===== src/rtl/ysyx_24080006_mdu_if.sv =====
// ysyx_24080006_mdu_if: request/response bundle between the execute stage and the MDU.
// mdu_set = {mdu_enable, signed_a, signed_b, mdu_op}; mdu_op 0=MULL 1=MULH 2=DIV 3=REM.
interface ysyx_24080006_mdu_if;
    logic        in_valid;
    logic        in_ready;
    logic [4:0]  mdu_set;
    logic [31:0] op_a;
    logic [31:0] op_b;
    logic        out_valid;
    logic        out_ready;
    logic [31:0] result;
    logic        busy;
    modport master (output in_valid, mdu_set, op_a, op_b, out_ready,
                    input in_ready, out_valid, result, busy);
    modport slave (input in_valid, mdu_set, op_a, op_b, out_ready,
                   output in_ready, out_valid, result, busy);
endinterface


===== src/rtl/ysyx_24080006_mdu.sv =====
// ysyx_24080006_mdu: iterative RV32M multiply (shift-add) / divide (restoring) unit.
// Define MDU_FAST_MUL_EN to replace the shift-add multiplier with one combinational 33x33 multiply.
module ysyx_24080006_mdu (
    input logic clock,
    input logic reset,
    input logic flush,
    ysyx_24080006_mdu_if.slave bus
);
`ifdef MDU_FAST_MUL_EN
    typedef enum logic [1:0] {IDLE, DIV, DONE} state_t;
`else
    typedef enum logic [1:0] {IDLE, MUL, DIV, DONE} state_t;
`endif
    state_t state_q, state_d;
    logic [5:0]  cnt_q, cnt_d;
    logic        sel_hi_q, sel_hi_d;
    logic        neg_q_q, neg_q_d;
    logic        neg_r_q, neg_r_d;
    logic        out_valid_q, out_valid_d;
    logic [31:0] result_q, result_d;
    logic [31:0] rem_q, rem_d;
    logic [31:0] quo_q, quo_d;
    logic [31:0] dvsr_q, dvsr_d;
`ifndef MDU_FAST_MUL_EN
    logic [32:0] mcand_q, mcand_d;
    logic [65:0] prod_q, prod_d;
    logic [33:0] madd, msum;
    logic [65:0] prod_nxt;
`else
    logic [63:0] full;
`endif
    logic        a_sign, b_sign, is_div, hi, div0, ovf, accept, ge;
    logic [32:0] a33, b33, r_sh, dsub;
    logic [31:0] abs_a, abs_b, spec_res, rem_nxt, quo_nxt, q_fin, r_fin;
    logic        unused_ok;
    assign a_sign   = bus.mdu_set[3] & bus.op_a[31];
    assign b_sign   = bus.mdu_set[2] & bus.op_b[31];
    assign a33      = {a_sign, bus.op_a};
    assign b33      = {b_sign, bus.op_b};
    assign abs_a    = a_sign ? -bus.op_a : bus.op_a;
    assign abs_b    = b_sign ? -bus.op_b : bus.op_b;
    assign is_div   = bus.mdu_set[1];
    assign hi       = bus.mdu_set[0];
    assign div0     = bus.op_b == 32'd0;
    assign ovf      = bus.mdu_set[3] & bus.mdu_set[2] & (bus.op_a == 32'h8000_0000) & (bus.op_b == 32'hFFFF_FFFF);
    assign spec_res = div0 ? (hi ? bus.op_a : 32'hFFFF_FFFF) : (hi ? 32'd0 : 32'h8000_0000);
    assign accept   = bus.in_valid && state_q == IDLE && !flush;
`ifndef MDU_FAST_MUL_EN
    // Last iteration weighs the multiplier sign bit negatively, so subtract instead of add.
    assign madd     = {mcand_q[32], mcand_q};
    assign msum     = {prod_q[65], prod_q[65:33]} + (prod_q[0] ? (cnt_q == 6'd32 ? -madd : madd) : 34'd0);
    assign prod_nxt = {msum, prod_q[32:1]};
`else
    assign full     = 64'($signed(a33)) * 64'($signed(b33));
`endif
    assign r_sh     = {rem_q, quo_q[31]};
    assign ge       = r_sh >= {1'b0, dvsr_q};
    assign dsub     = r_sh - {1'b0, dvsr_q};
    assign rem_nxt  = ge ? dsub[31:0] : r_sh[31:0];
    assign quo_nxt  = {quo_q[30:0], ge};
    assign q_fin    = neg_q_q ? -quo_nxt : quo_nxt;
    assign r_fin    = neg_r_q ? -rem_nxt : rem_nxt;
    assign unused_ok = ^{bus.mdu_set[4], dsub[32]};
    always_comb begin
        state_d     = state_q;
        cnt_d       = cnt_q;
        sel_hi_d    = sel_hi_q;
        neg_q_d     = neg_q_q;
        neg_r_d     = neg_r_q;
        out_valid_d = out_valid_q;
        result_d    = result_q;
        rem_d       = rem_q;
        quo_d       = quo_q;
        dvsr_d      = dvsr_q;
`ifndef MDU_FAST_MUL_EN
        mcand_d     = mcand_q;
        prod_d      = prod_q;
`endif
        if (flush) begin
            state_d     = IDLE;
            out_valid_d = 1'b0;
        end else begin
            case (state_q)
                IDLE: if (accept) begin
                    sel_hi_d = hi;
                    cnt_d    = 6'd0;
                    neg_q_d  = a_sign ^ b_sign;
                    neg_r_d  = a_sign;
                    if (is_div) begin
                        if (div0 || ovf) begin
                            state_d     = DONE;
                            out_valid_d = 1'b1;
                            result_d    = spec_res;
                        end else begin
                            state_d = DIV;
                            rem_d   = 32'd0;
                            quo_d   = abs_a;
                            dvsr_d  = abs_b;
                        end
                    end else begin
`ifdef MDU_FAST_MUL_EN
                        state_d     = DONE;
                        out_valid_d = 1'b1;
                        result_d    = hi ? full[63:32] : full[31:0];
`else
                        state_d = MUL;
                        mcand_d = a33;
                        prod_d  = {33'd0, b33};
`endif
                    end
                end
`ifndef MDU_FAST_MUL_EN
                MUL: begin
                    prod_d = prod_nxt;
                    cnt_d  = cnt_q + 6'd1;
                    if (cnt_q == 6'd32) begin
                        state_d     = DONE;
                        out_valid_d = 1'b1;
                        result_d    = sel_hi_q ? prod_nxt[63:32] : prod_nxt[31:0];
                    end
                end
`endif
                DIV: begin
                    rem_d = rem_nxt;
                    quo_d = quo_nxt;
                    cnt_d = cnt_q + 6'd1;
                    if (cnt_q == 6'd31) begin
                        state_d     = DONE;
                        out_valid_d = 1'b1;
                        result_d    = sel_hi_q ? r_fin : q_fin;
                    end
                end
                default: if (bus.out_ready) begin
                    state_d     = IDLE;
                    out_valid_d = 1'b0;
                end
            endcase
        end
    end
    always_ff @(posedge clock) begin
        if (reset) begin
            state_q     <= IDLE;
            cnt_q       <= 6'd0;
            sel_hi_q    <= 1'b0;
            neg_q_q     <= 1'b0;
            neg_r_q     <= 1'b0;
            out_valid_q <= 1'b0;
            result_q    <= 32'd0;
            rem_q       <= 32'd0;
            quo_q       <= 32'd0;
            dvsr_q      <= 32'd0;
`ifndef MDU_FAST_MUL_EN
            mcand_q     <= 33'd0;
            prod_q      <= 66'd0;
`endif
        end else begin
            state_q     <= state_d;
            cnt_q       <= cnt_d;
            sel_hi_q    <= sel_hi_d;
            neg_q_q     <= neg_q_d;
            neg_r_q     <= neg_r_d;
            out_valid_q <= out_valid_d;
            result_q    <= result_d;
            rem_q       <= rem_d;
            quo_q       <= quo_d;
            dvsr_q      <= dvsr_d;
`ifndef MDU_FAST_MUL_EN
            mcand_q     <= mcand_d;
            prod_q      <= prod_d;
`endif
        end
    end
    assign bus.in_ready  = state_q == IDLE;
    assign bus.busy      = state_q != IDLE;
    assign bus.out_valid = out_valid_q;
    assign bus.result    = result_q;
endmodule


===== src/flat_wrapper.sv =====
// flat-port wrapper written by rule: the top's interface ports become plain ports
module ysyx_24080006_mdu_flat 
  (clock, reset, flush, bus_in_valid, bus_mdu_set, bus_op_a, bus_op_b, bus_out_ready, bus_in_ready, bus_out_valid, bus_result, bus_busy);
  ysyx_24080006_mdu_if bus_i ();
  input logic clock;
  input logic reset;
  input logic flush;
  input wire logic [$bits(bus_i.in_valid)-1:0] bus_in_valid;
  input wire logic [$bits(bus_i.mdu_set)-1:0] bus_mdu_set;
  input wire logic [$bits(bus_i.op_a)-1:0] bus_op_a;
  input wire logic [$bits(bus_i.op_b)-1:0] bus_op_b;
  input wire logic [$bits(bus_i.out_ready)-1:0] bus_out_ready;
  output wire logic [$bits(bus_i.in_ready)-1:0] bus_in_ready;
  output wire logic [$bits(bus_i.out_valid)-1:0] bus_out_valid;
  output wire logic [$bits(bus_i.result)-1:0] bus_result;
  output wire logic [$bits(bus_i.busy)-1:0] bus_busy;
  assign bus_i.in_valid = bus_in_valid;
  assign bus_i.mdu_set = bus_mdu_set;
  assign bus_i.op_a = bus_op_a;
  assign bus_i.op_b = bus_op_b;
  assign bus_i.out_ready = bus_out_ready;
  assign bus_in_ready = bus_i.in_ready;
  assign bus_out_valid = bus_i.out_valid;
  assign bus_result = bus_i.result;
  assign bus_busy = bus_i.busy;
  ysyx_24080006_mdu u_core (.clock(clock), .reset(reset), .flush(flush), .bus(bus_i));
endmodule

===== config.mk =====
export PLATFORM = sky130hd
export DESIGN_NAME = ysyx_24080006_mdu_flat
export DESIGN_NICKNAME = d
export VERILOG_FILES = /design/src/rtl/ysyx_24080006_mdu_if.sv /design/src/rtl/ysyx_24080006_mdu.sv /design/src/flat_wrapper.sv
export SDC_FILE = /design/constraint.sdc
export NUM_CORES = 1
export LEC_CHECK = 0
export ABC_AREA = 1
export BUFFER_PORTS_ARGS = -buffer_cell sky130_fd_sc_hd__buf_2
export CAP_MARGIN = 20
export CORE_MARGIN = 4
export CORE_UTILIZATION = 45
export DETAILED_ROUTE_END_ITERATION = 7
export SLEW_MARGIN = 20
export SYNTH_ARGS = -nofsm -noshare
export SYNTH_HDL_FRONTEND = slang
export SYNTH_SLANG_ARGS = --single-unit

===== constraint.sdc =====
create_clock -name clock -period 10.7 [get_ports clock]
set_input_delay 0.535 -clock clock [delete_from_list [all_inputs] [get_ports clock]]
set_output_delay 0.535 -clock clock [all_outputs]
set_load 0.01 [all_outputs]

# --- After elaboration in Yosys (flattened, before gate mapping) ---
# Index checks and enable logic that the tools add are counted.
word_totals:
  reg_bits: 239
  latch_bits: 0
  out_inout_bits: 35
  mem_bits_ro: 0
  mem_count: 0
  input_bits: 74
  mem_bits_rw: 0
  word_cells: 111
classes:
  mux: 45
  add_sub_neg: 8
  n_reduce_logical: 23
  order_cmp: 1
  n_div: 0
  n_mul: 0
  eq_ne: 13
  shift: 0
  bitwise_logic: 9
ops:
  columns: ["cell", "count"]
  rows:
  - ["$mux W32", 21]
  - ["$mux W66", 2]
  - ["$pmux W66 S2", 1]
  - ["$neg A32 Y32", 4]
  - ["$pmux W32 S2", 2]
  - ["$pmux W32 S3", 1]
  - ["$mux W34", 2]
  - ["$eq A32 B32 Y1 const B", 2]
  - ["$add A34 B34 Y34", 1]
  - ["$neg A34 Y34", 1]
  - ["$ge A33 B32 Y1", 1]
  - ["$logic_not A32 Y1", 1]
  - ["$sub A32 B32 Y32", 1]
  - ["$pmux W6 S2", 1]
  - ["$reduce_and A4 Y1", 3]
  - ["$mux W2", 5]
  - ["$reduce_and A5 Y1", 2]
  - ["$ne A2 B1 Y1 const B", 4]
  - ["$reduce_bool A2 Y1", 4]
  - ["$mux W1", 7]
  - ["$reduce_and A7 Y1", 1]
  - ["$add A6 B1 Y6 const B", 1]
  - ["$eq A6 B5 Y1 const B", 1]
  - ["$eq A6 B6 Y1 const B", 1]
  - ["18 further kinds", 29]

# --- Logic depth before layout (Yosys ltp) ---
# Gate-level depths: netlist (run 1).
depth:
  depth_word: 8
  depth_mapped: 32

# --- Worst setup path after synthesis (run 1) ---
# Ideal clock, no wire load.
synth_path:
  path_kind: "flip-flop to flip-flop"
  from: "register u_core.cnt_q[0]"
  to: "register u_core.result_q[21] (netlist: u_core.bus.result[21])"
  t_required_ps: 10568
  stages_incl_launch_ff: 28
  n_path_buf: 3
  synth_period_minus_slack_ps: 4039
  arrival_time_ps: 3907
  setup_ps: 132
  setup_slack_ps: 6661
  cell_sequence: "dfxtp_1 inv_1 ha_1 and3_1 clkbuf_1 inv_1 clkbuf_1 clkbuf_1 o21ai_0 nand2_1 nor2_1 ha_1 a21oi_1 nand2_1 a21oi_1 o21ai_0 a21oi_1 inv_1 nand2_1 nand2_1 a21boi_0 o21ai_0 xnor2_1 nand2_1 a21oi_1 nand2_1 nand2_1 a21oi_1"
synth_via:
  elab_chain_cells: 7
synth_rtl:
  columns: ["element", "line_no", "source"]
  rows:
  - ["from (decl)", "ysyx_24080006_mdu.sv:15", "logic [5:0] cnt_q, cnt_d;"]
  - ["from (signal assigned)", "ysyx_24080006_mdu.sv:158", "cnt_q <= cnt_d;"]
  - ["$eq A6 B6 Y1", "ysyx_24080006_mdu.sv:51, ysyx_24080006_mdu.sv:116", null]
  - ["$mux W34 (2 in series)", "ysyx_24080006_mdu.sv:51", "assign msum = {prod_q[65], prod_q[65:33]} + (prod_q[0] ? (cnt_q == 6'd32 ? -madd : madd) : 34'd0);"]
  - ["$add A34 B34 Y34", "ysyx_24080006_mdu.sv:51", null]
  - ["$mux W32", "ysyx_24080006_mdu.sv:119", "result_d = sel_hi_q ? prod_nxt[63:32] : prod_nxt[31:0];"]
  - ["$mux W32", "ysyx_24080006_mdu.sv:116", "if (cnt_q == 6'd32) begin"]
  - ["$pmux W32 S3", "ysyx_24080006_mdu.sv:83", "case (state_q)"]
  - ["to (signal assigned)", "ysyx_24080006_mdu.sv:163", "result_q <= result_d;"]
  - ["to (decl)", "ysyx_24080006_mdu.sv:20", "logic [31:0] result_q, result_d;"]
# Several ways; a longest one is shown, not always the timed one. The select of a mux whose other input is x is not followed.
# A chain may end at the register's enable or synchronous reset.

# --- Final worst setup path (run 1) ---
# Ends and elaborated chain as after synthesis.

==> key figures, run 1 <==
Power and ir drop
  • Final Power: about 2.8 mW
  • Clk network pwr share: about 38%
  • Pint: 1.79 mW
  • Seq pwr share: 34.0%
  • Net Switching: 1.01 mW
  • Switching Share: about 36%
  • Peak VDD IR: ~0.14 mV
  • Comb pwr share: ~28%
  • LEAKAGE: between 9 and 10 nW
  • Power density over the cells: 133 nW/um^2

Logic synthesis
  • Top-count cell post-synth: nand2_1
  • Seq/Total Area, Yosys: between 20% and 30%
  • Primary FF master, synth: dfxtp_1
  • Leading area contributor after synthesis: dfxtp_1
  • Top cell type's share of synthesized area: about 25%
  • Avg Cell Area, Syn: roughly 6.1 sq um
  • Mapped Nets: between 3k and 4k
  • Synth Instances: ~3.1k
  • Post-synth EDFFs: 0
  • Top cells by area, synth: dfxtp_1 (25%), nand2_1 (15%), a21oi_1 (8.6%)
  • Synth warn: 0
  • Post-synth top cells: nand2_1 (755), a21oi_1 (331), inv_1 (316), nor2_1 (302), o21ai_0 (288)
  • Synthesized area: between 15,000 and 20,000 sq um
  • Synth async-reset ratio: 0%
  • Distinct cells, synth: 61
  • FF+latch count, synth: 239

Setup path
  • CP cell instances: inv_1 -> ha_1 -> and3_1 -> buf_4 -> inv_1 -> o21ai_0 -> a21oi_1 -> ha_1 -> nand3_1 -> nand2_1 -> a21oi_1 -> o21ai_0 -> a21oi_1 -> inv_1 -> nand2_1 -> nand2_1 -> a21boi_0 -> o21ai_0 -> xnor2_1 -> nand2_1 -> a21oi_1 -> nand2_1 -> nand2_1 -> a21oi_1
  • Setup crit end: u_core.bus.result[21]
  • Crit-path most repeated cell: nand2_1
  • WS Path Type: reg -> reg
  • CP required: about 11 ns
  • Reg2reg start: u_core.cnt_q[0]
  • Critical Path Start: u_core.cnt_q[0]
  • Top fanout value on the critical path: 24
  • Setup crit start kind: register
  • RR Endpoint: u_core.bus.result[21]
  • Reg2Reg Depth: 24
  • Worst reg-to-reg setup slack: between 5 and 6 ns
  • Slowest-stage cell, CP: inv_1
  • Crit end category: register
  • Worst EP arrival: approximately 5.9 ns
  • CP peak stage delay: just under 0.5 ns

Drt
  • Wire length per cell: roughly 20 um
  • Total number of vias: about 21k
  • Wirelength, routed: around 74,000 um
  • Pre-antenna DRT Iters: 6
  • ANT nets after route: 0
  • DR vias/cell: 5.72
  • Drt initial violations: approximately 2.4k
  • Post-route DRC violation count: 0

Clock network
  • H-tree lvl count: 1
  • Root buffer cell: clkbuf_16
  • Cts repair resizes: 0
  • Worst-skew pair later-pin latency: 0.58 ns
  • Clock Pin Slew Worst Setup and Hold Paths: 0.06 ns
  • Clock Sinks: ~240
  • CTS Buf Count: 29
  • CTS tree: built
  • CTS Buffer Depth: 3
  • # Post-CTS Setup Buffers: 0
  • Hold Buf Count CTS: 0

GRT
  • Vias in the first global route: 19.1k
  • Initial antenna violation count: 0
  • Largest net degree at the start of global routing: 73
  • Total GRT Usage: a little under a third
  • GRT overflow: 0
  • First-pass GRT wire length: 112,000 um

Worst hold path
  • Hold Path Class: in -> reg

Job
  • Max-cap violations: 0

Timing
  • Final Cycle Share: between 50% and 60%
  • Final Hold Violating Endpoints: 0
  • Clock skew: between 0.02 and 0.025 ns
  • Final slew viol count: 0
  • Max Freq: around 180 MHz
  • Setup TNS: 0 ns
  • Final-report setup violation count: 0
  • Slew @ Worst Pin: 1.07 ns
  • Period minus WS final: about 5.4 ns
  • Worst slew margin: between 20% and 30%
  • RSZ-0062 raised after global routing: no

Finish
  • Proportion of layout cells with a drive suffix above 1: a little under a tenth
  • Final net count: 3,302
  • N_diodes: 0
  • Area added between synthesis and finish: 9.38%

Placed design
  • Buffers on Ports: roughly 110
  • GPL Wtd Cong: ~0.95
  • DP Wirelength: approximately 57,000 um

Floorplanning
  • Core Area: roughly 42,000 sq um
  • Die Area: 46,100 sq um
  • IO Count: about 110
  • Starting Density: roughly 46%
  • Std cell rows: 75
  • Die H: 215 um
  • Die W: ~210 um

Outcome
  • Outcome: finished, final reports clean
## registers in the layout, summed over array words and instances, names as in the netlist
signal and cells:
u_core.bus.out_valid 1, u_core.bus.result 32, u_core.cnt_q 6, u_core.dvsr_q 32, u_core.mcand_q 33, u_core.neg_q_q 1, u_core.neg_r_q 1, u_core.prod_q 66
u_core.quo_q 32, u_core.rem_q 32, u_core.sel_hi_q 1, u_core.state_q 2
## kinds of logic (layout without fill, tap and decap cells)
| kind of cell | Yosys count | in the layout | synth area share, % |
|---|---|---|---|
| buffers and inverters | 472 | 513 | 9.73 |
| AOI/OAI and AO/OA | 796 | 796 | 22.7 |
| DFF | 239 | 239 | 24.9 |
| xor gates and xnor gates | 98 | 98 | 4.47 |
| and+or+nand+nor | 1446 | 1446 | 33.0 |
| adders and majority gates | 79 | 79 | 5.22 |
## critical path, delay by kind of cell, from the launching register on
kind,cells,cell delay [ns]
and+or+nand+nor,8,0.78
AOI/OAI and AO/OA,9,2.51
DFF,1,0.37
xor gates and xnor gates,1,0.23
adders and majority gates,2,0.50
buffers and inverters,4,0.89
## per-layer routing
metal  wire (um)  global-route usage, %  vias up
li1            -                      -    10400
met1       34100                   45.3     9863
met2       32100                   47.9      853
met3        6080                   3.88       78
met4        1580                   5.81        0
met5           0                      0        -
## area by class of cell
cell class | instances | area [sq um]
fill | 4458 | 21000
inverter | 331 | 1240
tap | 539 | 674
clock buffer | 43 | 868
multi-input combinational | 2419 | 12600
clock inverter | 10 | 138
sequential | 239 | 4790
timing repair buffer | 129 | 723
## cell usage in the layout, fill, tap and decap left out, types with 73 or more instances in the layout
master	netlist	final
nand2_1	755	754
a21oi_1	331	331
inv_1	316	315
nor2_1	302	299
o21ai_0	288	288
dfxtp_1	239	238
nand3_1	164	164
buf_2	11	106
ha_1	77	75
xor2_1	73	73
## per-stage QoR
stage	hold slack, ns	worst slack [ns]	area (sq um)	cells	util, %
6_report	0.289	5.27	21000	3710	50.0
5_1_grt	0.289	4.85	21000	3710	50.0
4_1_cts	0.268	5.44	21000	3709	49.9
3_5_place_dp	0.455	5.45	20000	3656	47.5
3_3_place_gp	0.452	5.50	20000	3656	47.5
2_1_floorplan	0.432	6.66	19200	3130	-
## power groups by stage
| stage | clock, mW | sequential, mW | combinational, mW |
|---|---|---|---|
| 5_1_grt | 1.10 | 0.956 | 0.882 |
| 3_3_place_gp | 0 | 0.969 | 0.770 |
| 2_1_floorplan | 0 | 0.959 | 0.574 |
| 3_5_place_dp | 0 | 0.970 | 0.775 |
| 6_report | 1.05 | 0.952 | 0.796 |
| 4_1_cts | 1.07 | 0.951 | 0.780 |
## how the worst min path moves through the flow
| stage | from | endpoint | slack [ns] | depth (start not counted) |
|---|---|---|---|---|
| floorplan | u_core.dvsr_q[13] | u_core.dvsr_q[13] | 0.43 | 2 |
| global placement | u_core.bus.result[4] | u_core.bus.result[4] | 0.45 | 2 |
| detailed placement | u_core.bus.result[0] | u_core.bus.result[0] | 0.46 | 2 |
| CTS | bus_op_b[25] | u_core.prod_q[25] | 0.27 | 3 |
| global route | bus_op_b[15] | u_core.prod_q[15] | 0.29 | 3 |
| finish | bus_op_b[25] | u_core.prod_q[25] | 0.29 | 3 |
No activity file was read; power rests on OpenSTA's default activity.
==> run 2: changes to the inputs <==
- ABC_AREA: 1 -> 0
- clock period: 10.7 -> 4.5 ns (I/O delays scaled with it)
==> run 2 against run 1 <==
  * The flow now finishes with violations (negative setup slack)
  * Die area down 3.5%
  * Largest cell class unchanged
  * Total power grew 140%
  * Sequential share of layout area fell by 2.1 points
  * Flip-flop and latch count unchanged
  * Clock power up 150%
  * Clock skew about the same
  * Cell count shrank 9.1%
  * Critical endpoint is now u_core.prod_q[65]
  * Combinational power grew 130%
  * Largest power group unchanged
  * Synthesized cell count decreased by 19%
  * First-iteration DRC count is 2.9% higher
  * Core utilization rose by 7.0 points
  * Clock-buffer cell count down 5
==> key figures, run 2 <==
Outcome
  • Outcome: finished with violations
  • Failing checks: negative setup slack

Drt
  • ANT nets after route: 0 (unchanged)
  • Wire length per cell: 23.2 um (+17%)
  • Total number of vias: 21.0k (-1.3%)
  • Drt initial violations: 2,427 (+2.9%)
  • Wirelength, routed: 78,400 um (+6.1%)
  • DR vias/cell: 6.22 (+8.6%)
  • WL met2: 33,700 um (+4.9%)
  • WL met3: 7500 um (+23%)
  • DR top layer: met4
  • Pre-antenna DRT Iters: 6 (unchanged)
  • M1 wire length: 34,500 um (+1.3%)
  • Post-route DRC violation count: 0 (unchanged)

Job
  • Max-cap violations: 0 (unchanged)

Worst hold path
  • Worst hold path startpoint: bus_op_b[31]
  • Hold path endpoint: u_core.dvsr_q[31]
  • Hold Path Class: in -> reg
  • Hold depth: 3 (unchanged)

Floorplanning
  • Die W: 211 um (-1.8%)
  • Die H: 211 um (-1.8%)
  • Core Area: 40,700 sq um (-3.1%)
  • Die Area: 44,500 sq um (-3.5%)
  • IO Count: 109 (unchanged)
  • Std cell rows: 74 (-1.3%)
  • Starting Density: 45.5% (-0.24 points)

Logic synthesis
  • Seq/Total Area, Yosys: 25.8% (+0.93 points)
  • Primary FF master, synth: dfxtp_1
  • FF+latch count, synth: 239 (unchanged)
  • Post-synth top cells: nand2_1 (302), nor2_1 (288), dfxtp_1 (239), a21oi_1 (219), o21ai_0 (179)
  • Mapped Nets: 2,697 (-18%)
  • Synth async-reset ratio: 0% (unchanged)
  • Avg Cell Area, Syn: 7.28 sq um (+19%)
  • Distinct cells, synth: 81 (+33%)
  • Top-count cell post-synth: nand2_1
  • Leading area contributor after synthesis: dfxtp_1
  • Synth warn: 0 (unchanged)
  • Synth Instances: 2,544 (-19%)
  • Top cell type's share of synthesized area: 25.8% (+0.93 points)
  • Synthesized area: 18,500 sq um (-3.6%)
  • Post-synth EDFFs: 0 (unchanged)
  • Top cells by area, synth: dfxtp_1 (26%), nand2_1 (6.1%), a21oi_1 (5.9%)

Timing
  • Max Freq: 213 MHz (+16%)
  • PnR worst setup slack: -0.193 ns (-5.46 ns)
  • Final-report setup violation count: 6 (+6)
  • Clock skew: 0.0227 ns (+0.000341 ns)
  • RSZ-0062 raised after global routing: yes
  • Period minus WS final: 4.69 ns (-0.741 ns)
  • Setup TNS: -0.547 ns (-0.547 ns)
  • Final slew viol count: 0 (unchanged)
  • Final Hold Violating Endpoints: 0 (unchanged)
  • Worst slew margin: 31.9% (+3.4 points)
  • Slew @ Worst Pin: 1.02 ns (-0.0526 ns)
  • WHS: 0.00704 ns (-0.282 ns)
  • Final Cycle Share: 104% (+53 points)

Finish
  • Commonest non-fill, non-tap cell in the layout: nand2_1
  • Final net count: 2,972 (-10%)
  • Largest reg by FF count: u_core.prod_q
  • Most frequent cells in the layout: nand2_1 (301), nor2_1 (282), buf_4 (265), dfxtp_1 (237), a21oi_1 (204)
  • Area added between synthesis and finish: 25.3%
  • Fillers: 3,905 (-12%)
  • N_diodes: 0 (unchanged)
  • Proportion of layout cells with a drive suffix above 1: 20.4% (+11 points)
  • Largest registers: u_core.prod_q: 66 flops, u_core.mcand_q: 33 flops
  • Max FFs per register: 66 (unchanged)

Setup path
  • CP peak stage delay: 0.54 ns (+0.05 ns)
  • Crit end category: register
  • Top fanout value on the critical path: 7 (-71%)
  • Worst reg-to-reg setup slack: -0.19 ns (-5.46 ns)
  • Reg2Reg Depth: 19 (-21%)
  • CP cell instances: or4_4 -> or3_4 -> nor4_4 -> buf_6 -> or3_4 -> a21boi_2 -> ha_1 -> and3_4 -> a32oi_4 -> o41ai_4 -> a311oi_4 -> buf_4 -> nor3_4 -> a31oi_4 -> o22a_1 -> buf_6 -> a21o_1 -> or3_1 -> a31oi_1
  • Worst EP arrival: 5.19 ns (-0.68 ns)
  • Setup crit start kind: register
  • Reg2reg start: u_core.mcand_q[0]
  • RR Endpoint: u_core.prod_q[65]
  • Slowest-stage cell, CP: or4_4
  • WS Path Type: reg -> reg
  • CP required: 5.00 ns (-6.13 ns)

Power and ir drop
  • Final Power: 6.63 mW (+140%)
  • Peak VDD IR: 0.305 mV (+120%)
  • LEAKAGE: 9.41 nW (+0.17%)
  • Power density over the cells: 286 nW/um^2 (+110%)

Clock network
  • Worst-skew pair later-pin latency: 0.59 ns (about the same)
  • CTS tree: built
  • CTS Buffer Depth: 3 (unchanged)
  • H-tree lvl count: 1 (unchanged)
  • Clock Sinks: 239 (unchanged)
  • CTS Buf Count: 29 (unchanged)
  • Root buffer cell: clkbuf_16
  • Clock Pin Slew Worst Setup and Hold Paths: 0.06 ns (about the same)

GRT
  • First-pass GRT wire length: 117,000 um (+4.5%)
  • Vias in the first global route: 19.4k (+1.8%)
  • Initial antenna violation count: 1 (+1)
  • Total GRT Usage: 33.5% (+2.9 points)
  • GRT overflow: 0 (unchanged)
  • Largest net degree at the start of global routing: 95 (+30%)

Placed design
  • DP Wirelength: 59,500 um (+4.4%)
  • GPL Wtd Cong: 1.00 (+4.8%)
  • Buffers on Ports: 107 (unchanged)
==> run 2: cell count changes after synthesis, sizes merged, moves of 37 or more <==
cell and change:
a211oi +63, a21o +37, a21oi -115, and2 +40
inv -248, mux2i +70, nand2 -490, nand3 -125
nor2 -41, o21ai -122, or3 +41, xnor2 +80
==> run 2: timing repair <==
item / CTS / global route
pin swaps: 11 / 48
gates resized for setup: 30 / 111
hold buffers: 21 / 0
endpoints found under the setup margin: 15 / 26
gates cloned: 0 / 0
hold endpoints to repair: 21 / 0
setup buffers: 2 / 6
==> run 2: worst max-delay path by stage <==
stage	start	end	slack (ns)	depth (start not counted)
final	u_core.mcand_q[0]	u_core.prod_q[65]	-0.19	19
after global routing	u_core.mcand_q[0]	u_core.prod_q[65]	-0.35	20
after CTS	u_core.mcand_q[0]	u_core.bus.result[31]	-0.11	20
after detailed placement	u_core.mcand_q[0]	u_core.prod_q[65]	-0.42	20
after global placement	u_core.mcand_q[0]	u_core.prod_q[65]	-0.33	20
after floorplan	u_core.mcand_q[9]	u_core.prod_q[65]	0.01	19
==> run 2: critical path: cells and delay by family (launching register included) <==
family | cells | cell delay, ns
flip-flops | 1 | 0.32
adder cells (fa/ha/maj) | 1 | 0.30
buffers and inverters | 3 | 0.48
AND/OR/NAND/NOR | 7 | 1.92
AO/OA/AOI/OAI | 8 | 1.58
==> run 2: logic make-up after synthesis <==
family,after synthesis,share of synthesized area (%)
AND/OR/NAND/NOR,922,23.1
AO/OA/AOI/OAI,803,27.7
buffers and inverters,240,5.00
flip-flops,239,25.8
XOR/XNOR,180,8.51
multiplexers,81,4.45
adder cells (fa/ha/maj),79,5.42
==> run 2: area by class of cell <==
type	instances	area, sq um	share of cell area (%)
clock buffer	38	820	3.53
clock inverter	15	220	0.949
inverter	81	304	1.31
multi-input combinational	2065	13500	58.2
sequential	239	4790	20.6
tap	532	666	2.87
timing repair buffer	403	2900	12.5
==> run 2: metal layers <==
metal	vias to the layer above	GRT usage [%]
met5	-	0
met4	0	9.88
met3	155	6.77
met2	993	51.0
met1	10100	48.1
li1	9760	-
==> run 2: stage by stage <==
stage	instances	instance area, sq um	utilization [%]	setup WS, ns
after global routing	3373	23200	57.0	-0.351
after floorplan	2544	18500	-	0.0125
final	3373	23200	57.0	-0.193
after global placement	3293	21200	52.1	-0.332
after CTS	3368	22700	55.6	-0.112
after detailed placement	3293	21200	52.1	-0.424
==> run 2: report_power, final <==
group / switching [mW] / leakage (nW) / internal (mW)
Clock: 1.02 / 0.508 / 1.57
Combinational: 1.11 / 6.96 / 0.685
Sequential: 0.0696 / 1.94 / 2.18
Total: 2.21 / 9.41 / 4.43
